`src/rtl/rll_decoder.sv`:
```
// rll_decoder: NRZI line to RLL(2,7) codeword parser and data-word packer.
// Ports: clk_i/rst_ni clock and async active-low reset; line_i/line_valid_i serial
// line level and its strobe; flush_i drops any partial codeword and packed bits;
// data_o/data_valid_o decoded OUT_W-bit word (first decoded bit in the MSB);
// code_err_o illegal-codeword strobe; rl_err_o run-length violation strobe.
// Define RLL_RUNLEN_CHECK_EN to build the run-length checker behind rl_err_o.
module rll_decoder #(
  parameter int unsigned OUT_W      = 4,
  parameter logic        INIT_LEVEL = 1'b0
) (
  input  logic             clk_i,
  input  logic             rst_ni,
  input  logic             line_i,
  input  logic             line_valid_i,
  input  logic             flush_i,
  output logic [OUT_W-1:0] data_o,
  output logic             data_valid_o,
  output logic             code_err_o,
  output logic             rl_err_o
);
  localparam int unsigned PW = OUT_W + 3;
  logic             prev_q;
  logic [7:0]       code_q;
  logic [2:0]       cnt_q;
  logic [PW-1:0]    pk_q;
  logic [3:0]       pc_q;
  logic             t;
  logic [7:0]       code_n;
  logic [3:0]       len;
  logic [3:0]       dbits;
  logic [2:0]       dlen;
  logic             hit;
  logic [PW-1:0]    pk_sh;
  logic [3:0]       pc_sh;
  logic [3:0]       extra;
  logic             emit;
  logic [OUT_W-1:0] word;
  logic [PW-1:0]    rem;
  // Codewords shift in at the LSB, so the first received bit sits leftmost.
  always_comb begin
    t      = line_i ^ prev_q;
    code_n = {code_q[6:0], t};
    len    = {1'b0, cnt_q} + 4'd1;
    dbits  = 4'b0000;
    dlen   = 3'd0;
    casez ({len, code_n})
      {4'd4, 8'b????1000}: begin dbits = 4'b0011; dlen = 3'd2; end
      {4'd4, 8'b????0100}: begin dbits = 4'b0010; dlen = 3'd2; end
      {4'd6, 8'b??001000}: begin dbits = 4'b0011; dlen = 3'd3; end
      {4'd6, 8'b??100100}: begin dbits = 4'b0010; dlen = 3'd3; end
      {4'd6, 8'b??000100}: begin dbits = 4'b0000; dlen = 3'd3; end
      {4'd8, 8'b00001000}: begin dbits = 4'b0011; dlen = 3'd4; end
      {4'd8, 8'b00100100}: begin dbits = 4'b0010; dlen = 3'd4; end
      default:             begin dbits = 4'b0000; dlen = 3'd0; end
    endcase
    hit   = dlen != 3'd0;
    // Packer keeps the oldest bits at the top of its valid count.
    pk_sh = (pk_q << dlen) | PW'(dbits);
    pc_sh = pc_q + {1'b0, dlen};
    emit  = pc_sh >= 4'(OUT_W);
    extra = pc_sh - 4'(OUT_W);
    word  = OUT_W'(pk_sh >> extra);
    rem   = pk_sh & ~({PW{1'b1}} << extra);
  end
  always_ff @(posedge clk_i or negedge rst_ni) begin
    if (!rst_ni) begin
      prev_q       <= INIT_LEVEL;
      code_q       <= '0;
      cnt_q        <= '0;
      pk_q         <= '0;
      pc_q         <= '0;
      data_o       <= '0;
      data_valid_o <= 1'b0;
      code_err_o   <= 1'b0;
    end else begin
      data_valid_o <= 1'b0;
      code_err_o   <= 1'b0;
      if (line_valid_i) prev_q <= line_i;
      if (flush_i) begin
        code_q <= '0;
        cnt_q  <= '0;
        pk_q   <= '0;
        pc_q   <= '0;
      end else if (line_valid_i) begin
        code_q     <= (hit || len[3]) ? 8'd0 : code_n;
        cnt_q      <= hit ? 3'd0 : len[2:0];
        code_err_o <= len[3] && !hit;
        if (emit) begin
          data_o       <= word;
          data_valid_o <= 1'b1;
          pk_q         <= rem;
          pc_q         <= extra;
        end else begin
          pk_q <= pk_sh;
          pc_q <= pc_sh;
        end
      end
    end
  end
`ifdef RLL_RUNLEN_CHECK_EN
  logic [3:0] run_q;
  logic       first_q;
  // run_q counts zeros since the last transition; it saturates so a long run
  // reports its k violation only once, when it first reaches 8.
  always_ff @(posedge clk_i or negedge rst_ni) begin
    if (!rst_ni) begin
      run_q    <= '0;
      first_q  <= 1'b1;
      rl_err_o <= 1'b0;
    end else begin
      rl_err_o <= 1'b0;
      if (flush_i) begin
        run_q   <= '0;
        first_q <= 1'b1;
      end else if (line_valid_i) begin
        if (t) begin
          rl_err_o <= !first_q && run_q < 4'd2;
          run_q    <= '0;
          first_q  <= 1'b0;
        end else begin
          rl_err_o <= run_q == 4'd7;
          run_q    <= (run_q == 4'd15) ? run_q : run_q + 4'd1;
        end
      end
    end
  end
`else
  assign rl_err_o = 1'b0;
`endif
endmodule
```
`config.mk`:
```
export PLATFORM = sky130hd
export DESIGN_NAME = rll_decoder
export DESIGN_NICKNAME = d
export VERILOG_FILES = /design/src/rtl/rll_decoder.sv
export SDC_FILE = /design/constraint.sdc
export NUM_CORES = 1
export LEC_CHECK = 0
export CORE_UTILIZATION = 29
export CTS_CLUSTER_SIZE = 25
export DETAILED_ROUTE_END_ITERATION = 10
export GPL_TIMING_DRIVEN = 0
export SLEW_MARGIN = 0
export SYNTH_ARGS = -nofsm -noshare
export SYNTH_HDL_FRONTEND = slang
export SYNTH_SLANG_ARGS = --single-unit
```
`constraint.sdc`:
```
create_clock -name clk_i -period 5 [get_ports clk_i]
set_clock_uncertainty 0.1 [all_clocks]
set_input_delay 1 -clock clk_i [delete_from_list [all_inputs] [get_ports clk_i]]
set_output_delay 1 -clock clk_i [all_outputs]
set_load 0.01 [all_outputs]
```
# Yosys cells after proc, flatten, opt, wreduce, memory -nomap -nowiden

Cells that the tools add are included.

Word-level logic and storage cells: 57
Register bits: 28
Output and inout port bits: 7
Input bits: 5

Magnitude comparators: 1
Shift operators: 3
Bitwise operators: 5
Mux-type cells: 19
Reductions and logical operators: 11
Add/sub/neg operators: 3
Eq/ne operators: 7

Operators with widths:

| kind                 | count |
|---|---|
| $mux 7               | 6 |
| $eq 10x9->1 const B  | 3 |
| $eq 12x12->1 const B | 2 |
| $eq 8x7->1 const B   | 2 |
| $mux 4               | 3 |
| $mux 3               | 3 |
| $pmux 3 s3           | 1 |
| $reduce_or 3->1      | 3 |
| $and 7x7->7          | 1 |
| $not 7->7            | 1 |
| $or 7x4->7           | 1 |
| $shl 7x3->7          | 1 |
| $shl 7x4->7 const A  | 1 |
| $shr 7x4->4          | 1 |
| $mux 1               | 5 |
| $add 3x1->4 const B  | 1 |
| $add 4x3->4          | 1 |
| $ge 4x3->1 const B   | 1 |
| $pmux 2 s2           | 1 |
| $reduce_or 2->1      | 2 |
| $sub 4x3->4 const B  | 1 |
| $reduce_and 3->1     | 1 |
| $reduce_bool 3->1    | 1 |
| $reduce_bool 2->1    | 1 |
| other kinds (5)      | 5 |

# Logic depth before layout (Yosys ltp)

Gate-level depths: netlist of run 1.

Depth after elaboration: 12
Depth in mapped cells: 17
Mapped depth without buffers: 17

# Least setup slack after synthesis of run 1

No wires, ideal clock.

Path type: input to register
From: in line_i
To: reg data_o[0]
Cell stages on the path: 13
Setup time: 66 ps
Arrival time: 3876 ps
Buffers on the path: 0
Required time: 4834 ps
Path slack: 958 ps
Path through: xnor2_2 nand2_1 or4_4 inv_1 ha_1 a21o_1 a21oi_1 xor2_1 inv_1 ha_1 nand2_1 a2111oi_0 o32a_1

Longest elaborated chain between the ends: 7
Elaborated cells on any way between the ends: 22
Those cells by class: 2 x add/sub; 1 x order compare; 7 x eq/ne; 2 x shift; 2 x mux; 2 x bitwise; 6 x reduce/logical

Ends and longest elaborated chain:

| element                                                      | line   | RTL |
|---|---|---|
| start, declared                                              | 13     | `input logic line_i,` |
| $xor 1x1->1 (*)                                              | 41     | `t = line_i ^ prev_q;` |
| $eq 10x9->1, or another cell as far along                    | 46     | `casez ({len, code_n})` |
| $reduce_or 3->1 (no line) or $reduce_or 2->1 (tied branches) | n/a    |  |
| $pmux 3 s3                                                   | 46     |  |
| $add 4x3->4 or $shl 7x3->7 (tied branches)                   | 59, 58 |  |
| $sub 4x3->4, or another cell as far along                    | 61     | `extra = pc_sh - 4'(OUT_W);` |
| $shr 7x4->4 or $reduce_and 3->1 (tied branches)              | n/a    |  |
| end signal, assigned                                         | 89     | `data_o <= word;` |
| end, declared                                                | 16     | `output logic [OUT_W-1:0] data_o,` |

Every way passes the cells marked *; elsewhere a longest branch is shown, timed or not.
A chain may end at the register's enable or synchronous reset.

# Final worst setup path of run 1

Same ends and word-level chain as after synthesis.

==> results.txt, run 1 <==
Die W -> 86.40 um
Crit path setup slack, layout -> 0.3140 ns
Maximum operating frequency -> 0.2134 GHz
Clock buffer count from CTS -> 3
Final total negative setup slack -> 0 ns
Wire length of the first global-routing pass -> 8100 um
Antenna violations before repair -> 0
TritonCTS clock tree -> done
Aggregate global routing overflow -> 0
FILL cells -> 732
Async set or reset register ratio after synthesis -> 100.0%
Master of the slowest instance on the critical path -> clkdlybuf4s50_1
Total buffers and inverters traversed by the critical path -> 3
Count of synthesis-stage warnings from yosys -> 0
Syn Nets -> 236
Number of DRC markers in iteration 0 -> 99
Net count of the finished layout -> 250
N_diodes -> 0
Worst path arrival time -> 4.81 ns
Cells after synthesis -> 224
Register clock-pin slew on the reported worst setup and hold paths -> 0.11 ns
DRC Markers -> 0
R2r worst-path depth -> 14
Number of setup buffers added after CTS -> 0
Sink count of the clock tree -> 28
Power after layout -> 459.2 uW
Share of the cycle needed by the critical path after routing -> 93.72%
Number of distinct standard cells referenced by the synthesized netlist -> 73
Cell family contributing the most delay on the critical path -> compound AO/OA/AOI/OAI gates
Number of iterations in the first detailed-routing pass -> 4
Number of global-route vias before repair -> 1647
Fin. Hold Viols -> 0
Combined area of all synthesized cells -> 2066 um2
Worst-Skew Late Latency -> 0.28 ns
P_leak -> 1.046 nW
Highest ir drop seen on vdd -> 0.1190 mV
Pin count of the biggest net entering global routing -> 29
Levels on crit path -> 14
Port Buffer Count -> 9
Worst hold slack -> 0.3875 ns
Reg2reg start -> cnt_q[0]
Global-route usage over all layers -> 13.73%
Worst r2r dst -> data_o[0]
Critical setup path kind -> in -> reg
Final weighted congestion of routability-driven global placement -> 0.8584
Sequential share of the synthesized area -> 33.92%
Row cnt -> 30
Routed wire length -> 4775 um
Met2 routed WL -> 2166 um
Maximum clock insertion buffer count -> 2
Vertical extent of the die -> 86.40 um
Routed vias -> 1751
Floorplan Core Area -> 6832 um2
Least-Margin Pin Slew -> 0.6707 ns
Final-report setup violation count -> 0
Critical path origin -> line_i
Most common library cell in the layout ignoring fill and taps -> dfrtp_1
Power density of the placed cells -> 195.4 nW/um2
CP cell instances -> clkdlybuf4s50_1 > xnor2_2 > nand2_1 > or4_4 > inv_1 > ha_1 > a21o_1 > a21oi_1 > xor2_2 > inv_1 > ha_1 > nand2_1 > a2111oi_0 > o32a_1
Worst reg2reg setup slack -> 0.78 ns
WL met3 -> 167 um
Run status -> finished, final reports clean
Most frequent cells in the layout -> dfrtp_1 (28), nand2_1 (23), a21oi_1 (15), nor2_1 (15), o21ai_0 (12)
Type of element launching the critical path -> input pin
Endpoint kind of the worst setup timing path -> flop
Maximum single-stage delay on the critical path -> 0.55 ns
Total die area -> 7465 um2
Highest fanout seen on the critical path -> 7
Synth Register Bits -> 28
Root Driver -> clkbuf_8
Final critical delay including setup and external delays -> 4.686 ns
Share of post-route cells with drive strength above 1 -> 16.46%
Drt wl/cell -> 14.34 um
Antenna-violating nets left -> 0
Detail-routed via count per cell -> 5.258
H-tree levels -> 1
Uppermost metal layer occupied by signal nets -> met4
Slew HR -> 55.29%
Starting utilization of the core area -> 30.24%
Number of slew-limit violations in the final report -> 0
Syn_area_per_cell -> 9.222 um2
Post-placement setup slack -> 0.009950 ns
Max-cap viol count -> 0
Main synth FF type -> dfrtp_1
Number of flops mapped to enable cells by yosys -> 0
Met1 layer wirelength in the final routing -> 2359 um
I/O pin count -> 12
Unrepaired setup endpoints after global routing -> no
Endpoint of the worst setup timing path -> data_o[0]
Post-synthesis to final-layout area growth -> 13.75%
Detailed placement HPWL -> 3647 um
Path category of the worst min-delay check -> reg -> reg
Required time at the worst-slack endpoint -> 5.13 ns
==> where the power goes <==
group	internal, mW	total, mW	leakage (nW)	switching [mW]
Combinational	0.0141	0.0398	0.624	0.0257
Sequential	0.230	0.234	0.387	0.00461
Clock	0.107	0.185	0.0357	0.0777
Total	0.351	0.459	1.05	0.108
==> worst register-to-register path: cells and delay by family (launching register included) <==
| kind | cells | cell delay [ns] |
|---|---|---|
| compound gates | 5 | 1.22 |
| flops | 1 | 0.45 |
| buf+inv | 2 | 0.29 |
| simple gates | 3 | 0.87 |
| xor+xnor | 1 | 0.28 |
| fa+ha+maj | 3 | 0.97 |
==> final cells by class <==
| cell class | instances | area [um2] | area share [%] |
|---|---|---|---|
| multi-input cells | 177 | 1252 | 53.30 |
| repair buffers | 9 | 85.08 | 3.621 |
| clock inverters | 1 | 30.03 | 1.278 |
| flip-flops and latches | 28 | 700.7 | 29.82 |
| plain buffers | 10 | 81.33 | 3.461 |
| clock buffers | 3 | 41.29 | 1.757 |
| well taps | 96 | 120.1 | 5.112 |
| inverters | 9 | 38.79 | 1.651 |
==> sequential cells by signal, summed over array words and instances (netlist names) <==
name,count
prev_q,1
data_valid_o,1
pc_q,4
code_err_o,1
pk_q,7
code_q,7
cnt_q,3
data_o,4
==> synth_stat cells, drive strengths merged (4+ instances only) <==
cell type  instances  area share [%]
mux2i              6             2.9
and3               4             1.6
dfrtp             28              34
nand4              4             1.2
nor3               6             1.7
xor2               5             2.1
clkbuf             4             1.2
a22o               8             3.5
nand2b             4             1.2
and2b              4             1.6
or3                4             1.5
ha                 6             3.6
nor2              15             2.7
buf                5             2.2
inv                7             1.3
nand2             23             4.2
a21o               4             1.5
a21oi             15             3.6
o21ai             12             2.9
nand3              4            0.97
==> layer usage <==
layer  vias to the layer above  GRT usage [%]
met2                        42          22.22
met1                       844          19.49
li1                        856              -
met5                         -              0
met4                         0          3.788
met3                         9          1.429
==> per-stage QoR <==
| step | cells | util (%) | instance area (um2) |
|---|---|---|---|
| 3_3_place_gp | 329 | 33.32 | 2276 |
| 2_1_floorplan | 224 | - | 2066 |
| 4_1_cts | 333 | 34.36 | 2347 |
| 3_5_place_dp | 329 | 33.32 | 2276 |
| 6_report | 333 | 34.40 | 2350 |
| 5_1_grt | 333 | 34.40 | 2350 |
==> repair_timing <==
| action | in CTS | in global routing |
|---|---|---|
| endpoints found under the setup margin | 0 | 1 |
| hold buffers | 0 | 0 |
| gates resized for setup | 0 | 1 |
| endpoints found under the hold margin | 0 | 0 |
==> worst min path at each step <==
stage	start	to	cells after the start
after floorplan	pk_q[4]	pk_q[4]	2
after global placement	data_o[3]	data_o[3]	2
after detailed placement	data_o[3]	data_o[3]	2
after CTS	data_o[3]	data_o[3]	2
after global routing	data_o[3]	data_o[3]	2
final	data_o[3]	data_o[3]	2
==> cell families (layout without fill, tap and decap cells) <==
family / Yosys count / count (layout) / share of synthesized area, %
AND/OR/NAND/NOR: 84 / 84 / 23.14
other: 1 / 1 / 0.1815
XOR/XNOR: 7 / 7 / 3.332
buffers and inverters: 19 / 32 / 5.814
flip-flops: 28 / 28 / 33.92
AO/OA/AOI/OAI: 71 / 71 / 25.56
multiplexers: 7 / 7 / 3.453
adder cells (fa/ha/maj): 7 / 7 / 4.603
Note: power is estimated with default switching activity, not from simulation.
==> inputs of run 2 (changes only) <==
- CTS_BUF_LIST: not set -> sky130_fd_sc_hd__clkbuf_4
==> run 2 against run 1 <==
Against the previous run: via count down 1.0%; routed wire length down 0.73%; die area unchanged; power down 6.1%; flip-flop and latch count unchanged; critical endpoint unchanged; highest routed layer unchanged.
==> results.txt, run 2 (synthesized netlist as in run 1, its figures left out) <==
N_diodes -> 0 (unchanged)
Row cnt -> 30 (unchanged)
Worst path arrival time -> 4.88 ns (was 4.81 ns)
Highest fanout seen on the critical path -> 7 (unchanged)
Final weighted congestion of routability-driven global placement -> 0.8584 (unchanged)
Highest ir drop seen on vdd -> 0.09070 mV (was 0.1190 mV)
Pin count of the biggest net entering global routing -> 29 (unchanged)
Detailed placement HPWL -> 3647 um (unchanged)
Power after layout -> 431.2 uW (was 459.2 uW)
Required time at the worst-slack endpoint -> 5.20 ns (was 5.13 ns)
Aggregate global routing overflow -> 0 (unchanged)
Count of cells resized by post-cts repair -> 0 (unchanged)
Detail-routed via count per cell -> 5.204 (was 5.258)
Critical path origin -> line_i (unchanged)
Number of DRC markers in iteration 0 -> 118 (was 99)
FILL cells -> 737 (was 732)
Starting utilization of the core area -> 30.24% (unchanged)
Share of the cycle needed by the critical path after routing -> 93.59% (was 93.72%)
H-tree levels -> 1 (unchanged)
Hold-fix buffers, CTS -> 0 (unchanged)
Area of placed instances -> 2276 um2 (unchanged)
Final-report setup violation count -> 0 (unchanged)
Path category of the worst min-delay check -> reg -> reg (unchanged)
Total buffers and inverters traversed by the critical path -> 3 (unchanged)
Share of post-route cells with drive strength above 1 -> 16.03% (was 16.46%)
Maximum operating frequency -> 0.2137 GHz (was 0.2134 GHz)
Power density of the placed cells -> 185.6 nW/um2 (was 195.4 nW/um2)
Maximum single-stage delay on the critical path -> 0.55 ns (about the same)
Number of global-route vias before repair -> 1657 (was 1647)
Largest registers -> code_q (7), pk_q (7) (unchanged)
P_leak -> 1.037 nW (was 1.046 nW)
Most common library cell in the layout ignoring fill and taps -> dfrtp_1 (unchanged)
Critical setup path kind -> in -> reg (unchanged)
Post-synthesis to final-layout area growth -> 12.48% (was 13.75%)
Hold Path Depth -> 2 (unchanged)
Port Buffer Count -> 9 (unchanged)
CP cell instances -> clkdlybuf4s50_1 > xnor2_2 > nand2_1 > or4_4 > inv_1 > ha_1 > a21o_1 > a21oi_1 > xor2_1 > inv_1 > ha_1 > nand2_1 > a2111oi_0 > o32a_1 (was clkdlybuf4s50_1 > xnor2_2 > nand2_1 > or4_4 > inv_1 > ha_1 > a21o_1 > a21oi_1 > xor2_2 > inv_1 > ha_1 > nand2_1 > a2111oi_0 > o32a_1)
Final total negative setup slack -> 0 ns (unchanged)
Least-Margin Pin Slew -> 0.6696 ns (was 0.6707 ns)
Root Driver -> clkbuf_4 (was clkbuf_8)
Fin. Hold Viols -> 0 (unchanged)
Cell family contributing the most delay on the critical path -> compound AO/OA/AOI/OAI gates (unchanged)
Floorplan Core Area -> 6832 um2 (unchanged)
Clock buffer count from CTS -> 3 (unchanged)
Die W -> 86.40 um (unchanged)
Global-route usage over all layers -> 13.75% (was 13.73%)
Net count of the finished layout -> 250 (unchanged)
Worst r2r dst -> data_o[0] (unchanged)
Vertical extent of the die -> 86.40 um (unchanged)
Drt wl/cell -> 14.23 um (was 14.34 um)
Endpoint of the worst setup timing path -> data_o[0] (unchanged)
Reg2reg start -> cnt_q[0] (unchanged)
Master of the slowest instance on the critical path -> clkdlybuf4s50_1 (unchanged)
Number of iterations in the first detailed-routing pass -> 4 (unchanged)
Routed vias -> 1733 (was 1751)
Endpoint kind of the worst setup timing path -> flop (unchanged)
Total die area -> 7465 um2 (unchanged)
Register clock-pin slew on the reported worst setup and hold paths -> 0.16 ns (was 0.11 ns)
Antenna-violating nets left -> 0 (unchanged)
I/O pin count -> 12 (unchanged)
Levels on crit path -> 14 (unchanged)
Final critical delay including setup and external delays -> 4.679 ns (was 4.686 ns)
DRC Markers -> 0 (unchanged)
Unrepaired setup endpoints after global routing -> no (unchanged)
Slew HR -> 55.36% (was 55.29%)
Worst reg2reg setup slack -> 0.70 ns (was 0.78 ns)
Hold wc startpoint -> data_o[3] (unchanged)
Wire length of the first global-routing pass -> 8148 um (was 8100 um)
TritonCTS clock tree -> done (unchanged)
Number of slew-limit violations in the final report -> 0 (unchanged)
Sink count of the clock tree -> 28 (unchanged)
Routed wire length -> 4740 um (was 4775 um)
Finished layout cell area -> 2323 um2 (was 2350 um2)
Worst-Skew Late Latency -> 0.34 ns (was 0.28 ns)
Max-cap viol count -> 0 (unchanged)
Number of setup buffers added after CTS -> 0 (unchanged)
Maximum clock insertion buffer count -> 2 (unchanged)
R2r worst-path depth -> 14 (unchanged)
Antenna violations before repair -> 0 (unchanged)
Most frequent cells in the layout -> dfrtp_1 (28), nand2_1 (23), a21oi_1 (15), nor2_1 (15), o21ai_0 (12) (unchanged)
Run status -> finished, final reports clean (unchanged)
Type of element launching the critical path -> input pin (unchanged)
## run 2: metrics by stage
stage	setup slack [ns]	hold slack (ns)	instances	utilization, %
finish	0.3205	0.3987	333	34.01
global route	0.04942	0.4353	333	34.01
CTS	0.3706	0.4058	333	34.08
detailed placement	0.009950	0.3664	329	33.32
global placement	0.04902	0.3627	329	33.32
floorplan	0.9582	0.3499	224	-
## run 2: final cells by class
type	count	area, um2	area share, %
Multi-Input combinational cell	177	1245	53.58
Sequential cell	28	700.7	30.16
Tap cell	96	120.1	5.170
Timing Repair Buffer	9	85.08	3.662
Buffer	10	81.33	3.500
Inverter	9	38.79	1.669
Clock inverter	1	30.03	1.292
Clock buffer	3	22.52	0.9693
## run 2: power by group
part           switching (mW)  leakage (nW)  internal [mW]  total [mW]
clock                  0.0756        0.0279         0.0811       0.157
sequential            0.00459         0.387          0.230       0.235
combinational          0.0258         0.622         0.0141      0.0399
## run 2: worst min-delay path by stage
| stage | endpoint | slack [ns] |
|---|---|---|
| 2_1_floorplan | pk_q[4] | 0.35 |
| 3_3_place_gp | data_o[3] | 0.36 |
| 3_5_place_dp | data_o[3] | 0.37 |
| 4_1_cts | data_o[3] | 0.41 |
| 5_1_grt | data_o[3] | 0.44 |
| 6_report | data_o[3] | 0.40 |
## run 2: tightest hold or removal path, delay by kind of cell (launching register included)
| family | cells | cell delay (ns) |
|---|---|---|
| simple gates | 1 | 0.06 |
| compound gates | 1 | 0.05 |
| flops | 1 | 0.37 |
## run 2: routing by layer
metal	GRT usage, %	routed length [um]
met1	19.90	2368
met2	22.15	2169
met3	1.429	139
met4	3.030	62
met5	0	0
==> inputs of run 3 (changes only) <==
- CORE_MARGIN: not set -> 3
==> run 3 against run 2 <==
Against the previous run: critical path depth stayed put; global-route usage is 1.8 points lower; fmax is 0.72% higher; non-clock buffer count stayed put; first-iteration DRC count is 13% higher; count of clock-buffer cells in the layout stayed put; largest cell class unchanged; highest routed layer unchanged.
==> results.txt, run 3 (synthesized netlist as in run 1, its figures left out) <==
Run status -> finished, final reports clean (unchanged)
Final-report setup violation count -> 0 (unchanged)
Count of cells resized by post-cts repair -> 0 (unchanged)
Vertical extent of the die -> 90.40 um (was 86.40 um)
Final weighted congestion of routability-driven global placement -> 0.8446 (was 0.8584)
Clock buffer count from CTS -> 3 (unchanged)
Detailed placement HPWL -> 3537 um (was 3647 um)
Port Buffer Count -> 9 (unchanged)
DRC Markers -> 0 (unchanged)
Pin count of the biggest net entering global routing -> 29 (unchanged)
Number of placed instances, taps included -> 329 (unchanged)
TritonCTS clock tree -> done (unchanged)
Number of setup buffers added after CTS -> 0 (unchanged)
Path category of the worst min-delay check -> reg -> reg (unchanged)
Most frequent cells in the layout -> dfrtp_1 (28), nand2_1 (23), a21oi_1 (15), nor2_1 (15), o21ai_0 (12) (unchanged)
Number of global-route vias before repair -> 1678 (was 1657)
Area of placed instances -> 2276 um2 (unchanged)
Crit path setup slack, layout -> 0.3541 ns (was 0.3205 ns)
Net count of the finished layout -> 250 (unchanged)
Antenna-violating nets left -> 0 (unchanged)
Max-cap viol count -> 0 (unchanged)
Hold wc startpoint -> data_o[3] (unchanged)
Reg2reg start -> cnt_q[0] (unchanged)
P_leak -> 1.024 nW (was 1.037 nW)
Global-route usage over all layers -> 12.00% (was 13.75%)
Number of iterations in the first detailed-routing pass -> 4 (unchanged)
Routed vias -> 1774 (was 1733)
Unrepaired setup endpoints after global routing -> no (unchanged)
Largest registers -> code_q (7), pk_q (7) (unchanged)
Fin. Hold Viols -> 0 (unchanged)
Share of the cycle needed by the critical path after routing -> 92.92% (was 93.59%)
Routed wire length -> 4671 um (was 4740 um)
Total die area -> 8172 um2 (was 7465 um2)
Final critical delay including setup and external delays -> 4.646 ns (was 4.679 ns)
Share of post-route cells with drive strength above 1 -> 16.10% (was 16.03%)
Power after layout -> 369.0 uW (was 431.2 uW)
Floorplan Core Area -> 6869 um2 (was 6832 um2)
Power density of the placed cells -> 160.4 nW/um2 (was 185.6 nW/um2)
Die W -> 90.40 um (was 86.40 um)
Critical setup path kind -> in -> reg (unchanged)
Number of slew-limit violations in the final report -> 0 (unchanged)
Most common library cell in the layout ignoring fill and taps -> dfrtp_1 (unchanged)
Number of standard cells in the final layout excluding fillers -> 332 (was 333)
Required time at the worst-slack endpoint -> 5.18 ns (was 5.20 ns)
Critical path origin -> line_i (unchanged)
Worst-Skew Late Latency -> 0.33 ns (was 0.34 ns)
Slew HR -> 59.66% (was 55.36%)
Maximum clock insertion buffer count -> 2 (unchanged)
Post-placement setup slack -> -0.01170 ns (was 0.009950 ns)
Starting utilization of the core area -> 30.07% (was 30.24%)
Post-synthesis to final-layout area growth -> 11.39% (was 12.48%)
Highest fanout seen on the critical path -> 7 (unchanged)
Worst hold slack -> 0.4232 ns (was 0.3987 ns)
Finished layout cell area -> 2301 um2 (was 2323 um2)
Type of element launching the critical path -> input pin (unchanged)
WL met3 -> 174 um (was 139 um)
Highest ir drop seen on vdd -> 0.06883 mV (was 0.09070 mV)
H-tree levels -> 1 (unchanged)
Detail-routed via count per cell -> 5.343 (was 5.204)
Maximum operating frequency -> 0.2152 GHz (was 0.2137 GHz)
Aggregate global routing overflow -> 0 (unchanged)
Worst path arrival time -> 4.83 ns (was 4.88 ns)
Least-Margin Pin Slew -> 0.6051 ns (was 0.6696 ns)
Number of DRC markers in iteration 0 -> 133 (was 118)
Met1 layer wirelength in the final routing -> 2320 um (was 2368 um)
Root Driver -> clkbuf_4 (unchanged)
Met2 routed WL -> 2152 um (was 2169 um)
Endpoint kind of the worst setup timing path -> flop (unchanged)
Drt wl/cell -> 14.07 um (was 14.23 um)
Row cnt -> 30 (unchanged)
Hold-fix buffers, CTS -> 0 (unchanged)
Sink count of the clock tree -> 28 (unchanged)
Antenna violations before repair -> 0 (unchanged)
Register clock-pin slew on the reported worst setup and hold paths -> 0.15 ns (was 0.16 ns)
Final total negative setup slack -> 0 ns (unchanged)
N_diodes -> 0 (unchanged)
Wire length of the first global-routing pass -> 8238 um (was 8148 um)
Uppermost metal layer occupied by signal nets -> met4 (unchanged)
I/O pin count -> 12 (unchanged)
Final core utilization -> 33.50% (was 34.01%)
[run 3: cell types whose count changed in the layout (fill, tap and decap cells not counted), sizes merged]
| cell | delta |
|---|---|
| bufinv | -1 |
[run 3: power by group]
part	switching [mW]	internal (mW)
Combinational	0.0248	0.0141
Sequential	0.00466	0.230
Clock	0.0672	0.0283
[run 3: worst paths after layout]
path	endpoint	slack [ns]	cells after the start
hold reg to reg	data_o[3]	0.42	2
hold / removal	data_o[3]	0.42	2
setup reg to reg	data_o[0]	0.76	14
setup / recovery	data_o[0]	0.35	14
min in group asynchronous	code_q[3]	0.55	1
max in group asynchronous	pk_q[6]	3.85	1
[run 3: metal layers]
metal / GRT usage, % / vias up
li1: - / 857
met1: 17.11 / 855
met2: 19.29 / 56
met3: 1.250 / 6
met4: 3.316 / 0
met5: 0 / -
[run 3: area by class of cell]
| type | count | area (um2) |
|---|---|---|
| repair buffers | 9 | 85.08 |
| fillers | 702 | 4568 |
| plain buffers | 10 | 81.33 |
| well taps | 96 | 120.1 |
| flip-flops and latches | 28 | 700.7 |
| clock buffers | 3 | 22.52 |
| multi-input cells | 177 | 1252 |
| inverters | 9 | 38.79 |
[run 3: critical path: stages]
cell             delay [ns]
clkdlybuf4s50_1        0.54
xnor2_2                0.15
nand2_1                0.11
or4_4                  0.54
inv_1                  0.21
ha_1                   0.30
a21o_1                 0.17
a21oi_1                0.30
xor2_2                 0.28
inv_1                  0.07
ha_1                   0.39
nand2_1                0.11
a2111oi_0              0.42
o32a_1                 0.22
